### src/rtl/shift_pkg.sv
// Shared constants for the shift_reg block.
//
// DIR_LEFT  : shift toward the MSB, zero fill at the LSB.
// DIR_RIGHT : shift toward the LSB, zero fill at the MSB.
package shift_pkg;

    localparam logic DIR_LEFT  = 1'b0;
    localparam logic DIR_RIGHT = 1'b1;

endpackage : shift_pkg

### src/rtl/shift_cell.sv
// Next-state selector for one bit of the shift register.
// This cell is purely combinational. The flop that holds the bit is in shift_reg.
//
// Ports:
//   load  - 1 = take the parallel-load bit d; 0 = take a neighbour bit
//   dir   - shift direction (DIR_LEFT / DIR_RIGHT), ignored while load=1
//   d     - parallel-load bit for this position
//   lower - current value of the next less-significant bit (0 at bit 0)
//   upper - current value of the next more-significant bit (0 at bit N-1)
//   nxt   - value this bit takes on the next rising clock edge
module shift_cell
    import shift_pkg::*;
(
    input  logic load,
    input  logic dir,
    input  logic d,
    input  logic lower,
    input  logic upper,
    output logic nxt
);

    always_comb begin
        nxt = d;
        if (!load) begin
            // A left shift moves data toward the MSB, so this bit takes its lower neighbour.
            if (dir == DIR_LEFT) begin
                nxt = lower;
            end else begin
                nxt = upper;
            end
        end
    end

endmodule : shift_cell

### src/rtl/shift_reg.sv
// N-bit parallel-load shift register with logical left and right shifts.
//
// Ports:
//   clk - clock; all updates happen on its rising edge
//   rst - asynchronous active-high reset; clears the register immediately
//   dir - 0 = shift left (toward MSB), 1 = shift right (toward LSB)
//   inp - 1 = load a in parallel (dir ignored), 0 = shift by one
//   a   - parallel load data
//   y   - register contents, driven straight from the flops
//
// Parameter N is the register width and must be at least 2.
// The block has no other state, no handshake and no status outputs.
module shift_reg #(
    parameter int N = 8
) (
    input  logic         clk,
    input  logic         rst,
    input  logic         dir,
    input  logic         inp,
    input  logic [N-1:0] a,
    output logic [N-1:0] y
);

    logic [N-1:0] r;
    logic [N-1:0] nxt;
    logic [N+1:0] pad;

    // The zero at each end of pad is the missing neighbour of an edge cell.
    // This makes the vacated bit fill with 0 in both directions.
    // Bit i of r is pad[i+1], so pad[i] is its lower neighbour and pad[i+2] is its upper neighbour.
    assign pad = {1'b0, r, 1'b0};

    for (genvar i = 0; i < N; i++) begin : g_cell
        shift_cell u_cell (
            .load  (inp),
            .dir   (dir),
            .d     (a[i]),
            .lower (pad[i]),
            .upper (pad[i+2]),
            .nxt   (nxt[i])
        );
    end

    always_ff @(posedge clk or posedge rst) begin
        if (rst) begin
            r <= '0;
        end else begin
            r <= nxt;
        end
    end

    assign y = r;

endmodule : shift_reg

### config.mk
export PLATFORM = sky130hd
export DESIGN_NAME = shift_reg
export DESIGN_NICKNAME = d
export VERILOG_FILES = /design/src/rtl/shift_pkg.sv /design/src/rtl/shift_cell.sv /design/src/rtl/shift_reg.sv
export SDC_FILE = /design/constraint.sdc
export NUM_CORES = 1
export LEC_CHECK = 0
export CAP_MARGIN = 20
export CORE_AREA = 2 2 39 41
export CTS_CLUSTER_DIAMETER = 120
export DETAILED_ROUTE_END_ITERATION = 7
export DIE_AREA = 0 0 41 43
export GPL_TIMING_DRIVEN = 1
export HOLD_SLACK_MARGIN = 0.15
export PLACE_DENSITY = 0.75
export SETUP_SLACK_MARGIN = 0.4
export SLEW_MARGIN = 20
export SYNTH_ARGS = -nofsm -noshare
export SYNTH_HDL_FRONTEND = slang
export SYNTH_SLANG_ARGS = --single-unit
### constraint.sdc
create_clock -name clk -period 0.9 [get_ports clk]
set_input_delay 0.135 -clock clk [delete_from_list [all_inputs] [get_ports clk]]
set_output_delay 0.135 -clock clk [all_outputs]
set_load 0.02 [all_outputs]
======== After elaboration in Yosys (flattened, before gate mapping) ========
Index checks and enable logic that the tools add are counted.
cells by class
  add/subtract/negate cells ............... 0
  multiply operators ...................... 0
  divide/modulo/power cells ............... 0
  magnitude comparators ................... 0
  equal/unequal tests ..................... 0
  shift-type cells ........................ 0
  mux-type cells .......................... 16
  bitwise operators ....................... 0
  reductions and logical operators ........ 0
operator list
  operator           number
  1-bit two-way mux  16
word-level totals
  flip-flop bits (word level) ............. 8
  latch bits .............................. 0
  memory bits (writable) .................. 0
  memory bits (read-only) ................. 0
  logic and storage cells ................. 17
  memories ................................ 0

======== Logic depth before layout (Yosys ltp) ========
  word-level depth ........................ 2
  mapped depth ............................ 3
  mapped depth without buffers ............ 2

======== Cells and area by module ========
Synthesis repeated with hierarchy kept, for this count alone.
second synthesis, totals
  cells, all modules ...................... 34
  area, all modules ....................... 357.8 um2
by module, submodules not included
  module      times used  cells an instance  area an instance (um2)  seq. area each (um2)
  shift_reg   1           10                 207.7                   200.2
  shift_cell  8           3                  18.8                    0.0

======== Least setup slack after synthesis ========
No wires, ideal clock.
  path type ............................... register to register
  start point ............................. register r[6], in the netlist y[6]
  end point ............................... register r[5], in the netlist y[5]
  library setup time ...................... 0.121 ns
  arrival ................................. 0.548 ns
  required time ........................... 0.779 ns
  path slack .............................. 0.231 ns
  cell stages (with the launch flop) ...... 3
  period minus slack after synthesis ...... 0.669 ns
  path through ............................ dfrtp_1 > mux2i_1 > o21ai_1
on the way
  longest elaborated chain between the ends .. 2
RTL lines
  item                      line              source
  start: declaration        shift_reg.sv:24   logic [N-1:0] r;
  start signal: assignment  shift_reg.sv:48   r <= nxt;
  1-bit two-way mux         shift_cell.sv:26  if (dir == DIR_LEFT) begin
  1-bit two-way mux         shift_cell.sv:24  if (!load) begin
  net g_cell[5].u_cell.nxt  shift_cell.sv:19  output logic nxt
The timed path passes the listed nets, and every way through them passes these cells.

======== Worst setup path in the final report ========
  start point ............................. register r[3], in the netlist y[3]
  end point ............................... output y[3]
RTL lines
  item              line             source
  end: declaration  shift_reg.sv:21  output logic [N-1:0] y
No word-level cell between the ends.

==> results.ini <==
[setup_path]
worst-path-buf-inv=1
worst_path_max_delay_cell=dfrtp_1
critPathMaxStageDelay_ps=400
cp_cell_sequence=buf_6
startpoint=y[3]
cp_max_fo=2
critPathCaptureType=output port
crit_family=flip-flops
cp.arrival_ps=780
criticalPathCategory=reg2out
timing.rr.start=y[2]
cp-start-kind=register
critPathRequiredTime_ps=760

[synthesis]
yosys_warnings=0
synthAdderAreaFrac=0
syn-cell-area_um2=427
synth_top_family_by_area=buffers and inverters
synth_seq_cells=8
netlist_instances=43
synth.area.mux_share=0.141
synth_compound_area_frac=0.0938
yosysSeqAreaShare=0.469
syn_avg_cell_area_um2=9.92
syn-num-nets=55
yosysUniqueCellTypes=9
yosysTopAreaCell=dfrtp_1
yosysTopAreaCellShare=0.469
synth.area.top_cells=dfrtp_1, mux2i_1, buf_4
synth-xor-area-share=0
synth_simple_gate_area_frac=0.0938

[route]
wl_per_cell_um=12.4
wirelength_um=1020
dr_total_vias=364
vias_per_cell=4.44
ant_nets=0
drtIter0Drc=15
drtPass1Iterations=4
drc=0

[sta]
period_needed_ps=919
fin_skew_ps=0.478
whs_ps=131
rsz0062_at_grt=true
tightest_slew_ps=300
hold_viol_final=0
setup_viol=6
fin_crit_sh=1.02
post-route-worst-setup-slack_ps=-18.9
max_freq_mhz=1090
slew_headroom=0.800
drv_slew=0

[grt]
grt_pass1_vias=396
antenna_found_initial=0
grt_max_degree=11
grt_overflow=0
grt_pass1_wl_um=1570
grt_use_total=0.137

[hold_path]
hold_path_class=in2async

[finish]
num_antenna_cells=0
fillers=128
mostFrequentLayoutCell=buf_6
synthToLayoutAreaGrowth_pct=66.3
final_cell_mix=buf_6, clkdlybuf4s50_1, nand2_1, buf_4, dfrtp_1
largest_reg_flops=8
drive_above_1_share=0.394
final_nets=80
fin_util=0.513

[die]
die_w_um=41
fp-row-count=14
start_util=0.308
core_area_mm2=0.00138
die_h_um=43
ios=20
fp.dieArea_mm2=0.00176

[outcome]
outcome=finished, violations left
violations=setup timing

[clocking]
cts-buffers-inserted=3
clkSlewWorstSetupHoldPaths_ps=50
clk_path_buf_depth=2
clkSinkCount=8
cts_tree=yes
clock_latency_ps=250
root_buffer=clkbuf_4
h-tree-depth=1

[power]
ir_drop_mv=0.825
p_leak_uw=0.000351
powerDensity_mw_per_mm2=1450

[placement]
dp_hpwl_um=781
port_buffers=19
dp_slack_ps=-294
finalWeightedCongestion=0.766

[job]
maxCapViolations=0

==> per-stage QoR <==
| stage | instance area [um2] | std cells | total power, uW | setup TNS [ps] |
|---|---|---|---|---|
| after global placement | 634 | 77 | 717 | -3060 |
| final | 709 | 82 | 1030 | -65.0 |
| after global routing | 709 | 82 | 1090 | -448 |
| after floorplan | 434 | 43 | 593 | 0 |
| after detailed placement | 634 | 77 | 726 | -3260 |
| after CTS | 676 | 81 | 1010 | -108 |
==> metal layers <==
| metal | vias up | GRT usage | share of wire |
|---|---|---|---|
| li1 | 181 | - | - |
| met1 | 171 | 0.161 | 0.40 |
| met2 | 12 | 0.213 | 0.55 |
| met3 | 0 | 0.0785 | 0.051 |
| met4 | 0 | 0.0267 | 0 |
| met5 | - | 0 | 0 |
==> synth_stat cells <==
cell type and instances:
o21ai_1 6, o21ai_0 2, nand2b_1 1, buf_4 8, dfrtp_1 8, mux2i_1 6
nand2_1 9, inv_1 1, buf_6 2
==> power by group <==
group | switching [uW] | total, uW | internal [uW] | leakage, uW
clock | 111 | 263 | 152 | 0.0000138
sequential | 26.8 | 422 | 395 | 0.0000983
combinational | 144 | 343 | 200 | 0.000239
==> cell families after synthesis <==
| group | count (synthesis) |
|---|---|
| buffers and inverters | 11 |
| AND/OR/NAND/NOR | 10 |
| AO/OA/AOI/OAI | 8 |
| flip-flops | 8 |
| multiplexers | 6 |
==> layout make-up <==
cell class	instances	area, um2	share of cell area
clock buffers	3	22.5	0.0317
inverters	1	3.75	0.00529
multi-input cells	24	163	0.229
flip-flops and latches	8	200	0.282
well taps	16	20.0	0.0282
repair buffers	30	300	0.423
==> repair_timing <==
| action | in CTS | in global routing |
|---|---|---|
| resized for setup | 51 | 6 |
| buffers inserted | 1 | 1 |
| endpoints found under the setup margin | 16 | 16 |
| endpoints found under the hold margin | 8 | 0 |
==> worst paths after layout <==
kind / slack (ps) / cells after the start / to
max: -20 / 1 / y[3]
min: 130 / 2 / y[2]
max reg2reg: 10 / 3 / y[1]
min reg2reg: 660 / 3 / y[0]
max in group asynchronous: 540 / 2 / y[6]
min in group clk: 310 / 2 / y[5]
No activity file was read; power rests on OpenSTA's default activity.
